$ cat src/rtl/manchester_pkg.sv
// Shared constants and state encoding for the Manchester escape/unescape pair.
package manchester_pkg;
  localparam int          DATA_WIDTH_DEF = 8;
  localparam logic [7:0]  ESCAPE_SYMBOL  = 8'hE5;
  localparam logic [7:0]  ESCAPED_SYMBOL = 8'hD5;

  typedef enum logic {
    NORMAL = 1'b0,
    ESC    = 1'b1
  } unesc_state_t;
endpackage

$ cat src/rtl/axis_out_reg.sv
// Single-stage AXIS register slice carrying tdata/tlast/tuser.
module axis_out_reg #(
  parameter int DATA_WIDTH = 8
) (
  input  logic                  clk,
  input  logic                  rst,
  input  logic                  load,
  input  logic [DATA_WIDTH-1:0] load_data,
  input  logic                  load_last,
  input  logic                  load_user,
  output logic                  ready,
  output logic [DATA_WIDTH-1:0] tdata,
  output logic                  tvalid,
  output logic                  tlast,
  output logic                  tuser,
  input  logic                  tready
);
  // Upstream may push whenever the slot is empty or being drained this cycle.
  assign ready = !tvalid || tready;

  always_ff @(posedge clk or posedge rst) begin
    if (rst) begin
      tvalid <= 1'b0;
      tdata  <= '0;
      tlast  <= 1'b0;
      tuser  <= 1'b0;
    end else if (load) begin
      tvalid <= 1'b1;
      tdata  <= load_data;
      tlast  <= load_last;
      tuser  <= load_user;
    end else if (tready) begin
      tvalid <= 1'b0;
    end
  end
endmodule

$ cat src/rtl/manchester_unescape.sv
// Strips escape prefixes and start-of-frame delimiters from the received byte stream.
module manchester_unescape #(
  parameter int                    DATA_WIDTH     = manchester_pkg::DATA_WIDTH_DEF,
  parameter logic [DATA_WIDTH-1:0] ESCAPE_SYMBOL  = manchester_pkg::ESCAPE_SYMBOL,
  parameter logic [DATA_WIDTH-1:0] ESCAPED_SYMBOL = manchester_pkg::ESCAPED_SYMBOL,
  parameter int                    ERR_CNT_WIDTH  = 16
) (
  input  logic                     aclk,
  input  logic                     areset,
  input  logic [DATA_WIDTH-1:0]    s_axis_tdata,
  input  logic                     s_axis_tvalid,
  output logic                     s_axis_tready,
  input  logic                     s_axis_tlast,
  output logic [DATA_WIDTH-1:0]    m_axis_tdata,
  output logic                     m_axis_tvalid,
  input  logic                     m_axis_tready,
  output logic                     m_axis_tlast,
  output logic                     m_axis_tuser,
  output logic                     err_pulse,
  output logic [ERR_CNT_WIDTH-1:0] err_count
);
  import manchester_pkg::*;

  unesc_state_t state, state_n;
  logic         sof_pend, sof_n;
  logic         accept, emit, err;

  assign accept = s_axis_tvalid && s_axis_tready;

  always_comb begin
    state_n = state;
    sof_n   = sof_pend;
    emit    = 1'b0;
    err     = 1'b0;
    if (accept) begin
      case (state)
        NORMAL: begin
          if (s_axis_tdata == ESCAPE_SYMBOL) begin
            // An escape closing a frame has nothing to escape; drop it.
            if (s_axis_tlast) err = 1'b1;
            else              state_n = ESC;
          end else if (s_axis_tdata == ESCAPED_SYMBOL) begin
            sof_n = 1'b1;
            err   = s_axis_tlast;
          end else begin
            emit  = 1'b1;
            sof_n = 1'b0;
          end
        end
        ESC: begin
          emit    = 1'b1;
          sof_n   = 1'b0;
          state_n = NORMAL;
          err     = (s_axis_tdata != ESCAPE_SYMBOL) && (s_axis_tdata != ESCAPED_SYMBOL);
        end
        default: state_n = NORMAL;
      endcase
    end
  end

  always_ff @(posedge aclk or posedge areset) begin
    if (areset) begin
      state     <= NORMAL;
      sof_pend  <= 1'b0;
      err_pulse <= 1'b0;
      err_count <= '0;
    end else begin
      state     <= state_n;
      sof_pend  <= sof_n;
      err_pulse <= err;
      if (err && (err_count != '1)) err_count <= err_count + 1'b1;
    end
  end

  axis_out_reg #(.DATA_WIDTH(DATA_WIDTH)) u_out (
    .clk       (aclk),
    .rst       (areset),
    .load      (emit),
    .load_data (s_axis_tdata),
    .load_last (s_axis_tlast),
    .load_user (sof_pend),
    .ready     (s_axis_tready),
    .tdata     (m_axis_tdata),
    .tvalid    (m_axis_tvalid),
    .tlast     (m_axis_tlast),
    .tuser     (m_axis_tuser),
    .tready    (m_axis_tready)
  );
endmodule

$ cat config.mk
export PLATFORM = sky130hd
export DESIGN_NAME = manchester_unescape
export DESIGN_NICKNAME = d
export VERILOG_FILES = /design/src/rtl/manchester_pkg.sv /design/src/rtl/axis_out_reg.sv /design/src/rtl/manchester_unescape.sv
export SDC_FILE = /design/constraint.sdc
export NUM_CORES = 1
export LEC_CHECK = 0
export BUFFER_PORTS_ARGS = -buffer_cell sky130_fd_sc_hd__buf_2
export CORE_MARGIN = 2
export CORE_UTILIZATION = 40
export DETAILED_ROUTE_END_ITERATION = 7
export GPL_ROUTABILITY_DRIVEN = 1
export GPL_TIMING_DRIVEN = 0
export MAX_ROUTING_LAYER = met4
export PLACE_DENSITY = 0.64
export SKIP_LAST_GASP = 1
export SLEW_MARGIN = 0
export SYNTH_ARGS = -nofsm -noshare
export SYNTH_HDL_FRONTEND = slang
export SYNTH_HIERARCHICAL = 1
export SYNTH_SLANG_ARGS = --single-unit
export TNS_END_PERCENT = 20
$ cat constraint.sdc
create_clock -name aclk -period 2.9 [get_ports aclk]
set_input_delay 0.29 -clock aclk [delete_from_list [all_inputs] [get_ports aclk]]
set_output_delay 0.29 -clock aclk [all_outputs]
set_load 0.01 [all_outputs]
==> metrics.txt <==
status complete, but fails checks; failing checks hold timing; CTS Hold Bufs 0; layout cell share with drive strength beyond 1 0.4121; Fin Hold WS -0.008912 ns; mapped cell area between 1000 and 1500 um^2; Initial DRC Count 54; Clock Latency Late Sink 0.28 ns; RePlAce Congestion just under 0.8; Seq pwr share 0.468; final hold violations 11; DIE AREA between 4000 and 5000 um^2; final global-route overflow total 0; Worst-path clk slew 0.07 ns; die extent in x 65.19 um; synth top area cells dfrtp_1, mux2_4, xor2_1, nand2_1, nor2_1; n_diodes 0; RSZ-0062 raised after global routing false; Yosys top cell by area dfrtp_1; final worst setup slack between 1 and 1.5 ns; Residual DRC 0; CTS tree built; worst r2r dst err_count[1]; vias in the first global route approximately 1100; post-CTS setup buffers 0; worst endpoint required time 3.06 ns; Setup WS pre-CTS 0.9796 ns; slew margin rel. 0.5288; total net switching power about 220 uW; clock period minus worst slack about 1.8 ns; power per cell area between 500 and 600 nW/um^2; TritonCTS Sinks 30; Die Ht 65.19 um; io pins 42; pin count of the biggest net entering global routing 20; Worst VDD drop approximately 0.00027 V; Pleak just under 1 nW; Fill cells roughly 350; All-Layer GR Usage 0.1640; Cells after Synth 133; worst-margin pin slew slightly above 0.7 ns; Synth Flop Type dfrtp_1; WS Path Type reg -> reg; share of the synthesized area in the top cell type 0.5013; Avg Vias per Cell ~5; routed via count between 1000 and 1500; clock skew ~0.0038 ns; Crit. End Element flop; Core Box Area 3633 um^2; number of synthesized flops with an enable pin 0; clock buffer depth 2; post-layout util 0.5152; H-tree lvl count 2; DRT Pass-1 Iters 5; post-synth cell types 27; Antenna Violating Nets Remaining 0; Yosys warnings 6; period utilization 0.6170; WP data arrival a little under 2 ns; I/O Buffers about 40; Register-to-Register Path Depth 5; antenna violations before repair 0; Logic pwr share 0.112; Clk network pwr share 0.420; syn_area_per_cell around 11 um^2; first-pass GRT wire length 5285 um; overall power a little under 1 mW; Starting Density 0.4122; clk root buf clkbuf_8; Area Growth Syn to Fin 24.98%; setup TNS 0 ns; R2R Setup Slk approximately 1.1 ns; cts repair resizes 0; Setup Viol. Count Final 0; HP Class in -> async; Synth Register Bits 30; sequential element share of the synthesized area 0.5013; Internal Power roughly 750 uW; dpl hpwl around 2200 um; Wirelength per Cell around 13 um; fmax roughly 560 MHz; switching portion of total power 0.2288; number of CTS-inserted buffers 5; Nets 195; CP Launch Type flop; r2r startpoint err_count[0]; Async S/R FF share, synth 1.000; site row count 22; final wirelength slightly below 3000 um; Post-Syn Nets ~150; final max-slew violation count 0; CP max FO 5; Max Cap Violations 0
[logic make-up after synthesis]
family,after synthesis,share of synthesized area
AO/OA/AOI/OAI,6,0.02673
XOR/XNOR,13,0.07602
adder cells (fa/ha/maj),1,0.008353
buffers and inverters,8,0.03759
flip-flops,30,0.5013
multiplexers,14,0.1328
AND/OR/NAND/NOR,61,0.2172
[power groups by stage]
stage	clock (mW)	combinational [mW]	sequential, mW
2_1_floorplan	0	0.0553	0.474
5_1_grt	0.446	0.119	0.460
4_1_cts	0.421	0.113	0.457
6_report	0.410	0.110	0.456
3_3_place_gp	0	0.110	0.462
3_5_place_dp	0	0.113	0.463
[metal layers]
layer / GRT usage / vias to the layer above / wire (um)
met5: - / - / 0
met1: 0.1982 / 561 / 1318
met3: 0.05651 / 2 / 178
li1: - / 556 / -
met4: 0.03906 / 0 / 27
met2: 0.2653 / 35 / 1423
[Yosys cell counts (all sizes together), types with 2 or more instances]
| library cell | n |
|---|---|
| dfrtp | 30 |
| nand2 | 16 |
| mux2 | 14 |
| nor2 | 14 |
| xor2 | 13 |
| nand3 | 8 |
| nand4 | 7 |
| nor3 | 5 |
| buf | 4 |
| inv | 4 |
| and3 | 3 |
| a21oi | 2 |
| and4 | 2 |
| nand2b | 2 |
| o31ai | 2 |
[flip-flops by register name, indices dropped and copies added, names as in the netlist]
signal and cells:
state 1, sof_pend 1, err_pulse 1, u_out/tlast 1
u_out/tvalid 1, err_count 16, u_out/tuser 1, u_out/tdata 8
[worst max-delay path: stages, from the launching register on]
cell     delay, ns
dfrtp_1       0.41
ha_1          0.19
nand3_1       0.12
or4_4         0.51
nor2b_4       0.15
mux2_4        0.29
[worst max-delay path by stage]
stage                    startpoint             to  slack, ns
finish                 err_count[0]   err_count[1]       1.11
global route           err_count[0]  err_count[15]       0.98
CTS                    err_count[0]   err_count[1]       1.10
detailed placement  s_axis_tdata[3]  err_count[12]       0.98
global placement    s_axis_tdata[3]  err_count[12]       1.00
floorplan              err_count[0]   err_count[1]       1.14
[layout by cell type (no fill, tap or decap), types with 4 or more instances in the layout]
| master | count |
|---|---|
| buf_2 | 41 |
| clkbuf_8 | 5 |
| dfrtp_1 | 30 |
| inv_1 | 4 |
| mux2_4 | 11 |
| nand2_1 | 15 |
| nand3_1 | 8 |
| nand4_1 | 7 |
| nor2_1 | 14 |
| nor3_1 | 5 |
| xor2_1 | 13 |
[area by class of cell]
cell class / count / area (um^2) / share of cell area
Sequential cell: 30 / 750.7 / 0.4011
Multi-Input combinational cell: 95 / 690.7 / 0.3690
Timing Repair Buffer: 41 / 205.2 / 0.1096
Clock buffer: 5 / 68.82 / 0.03676
Tap cell: 48 / 60.06 / 0.03209
Buffer: 4 / 41.29 / 0.02206
Clock inverter: 3 / 40.04 / 0.02139
Inverter: 4 / 15.01 / 0.008021
[through the flow]
stage | cell area [um^2] | std cells
detailed placement | 1763 | 222
CTS | 1872 | 230
floorplan | 1498 | 133
global route | 1872 | 230
global placement | 1763 | 222
finish | 1872 | 230
Note: power is estimated with default switching activity, not from simulation.
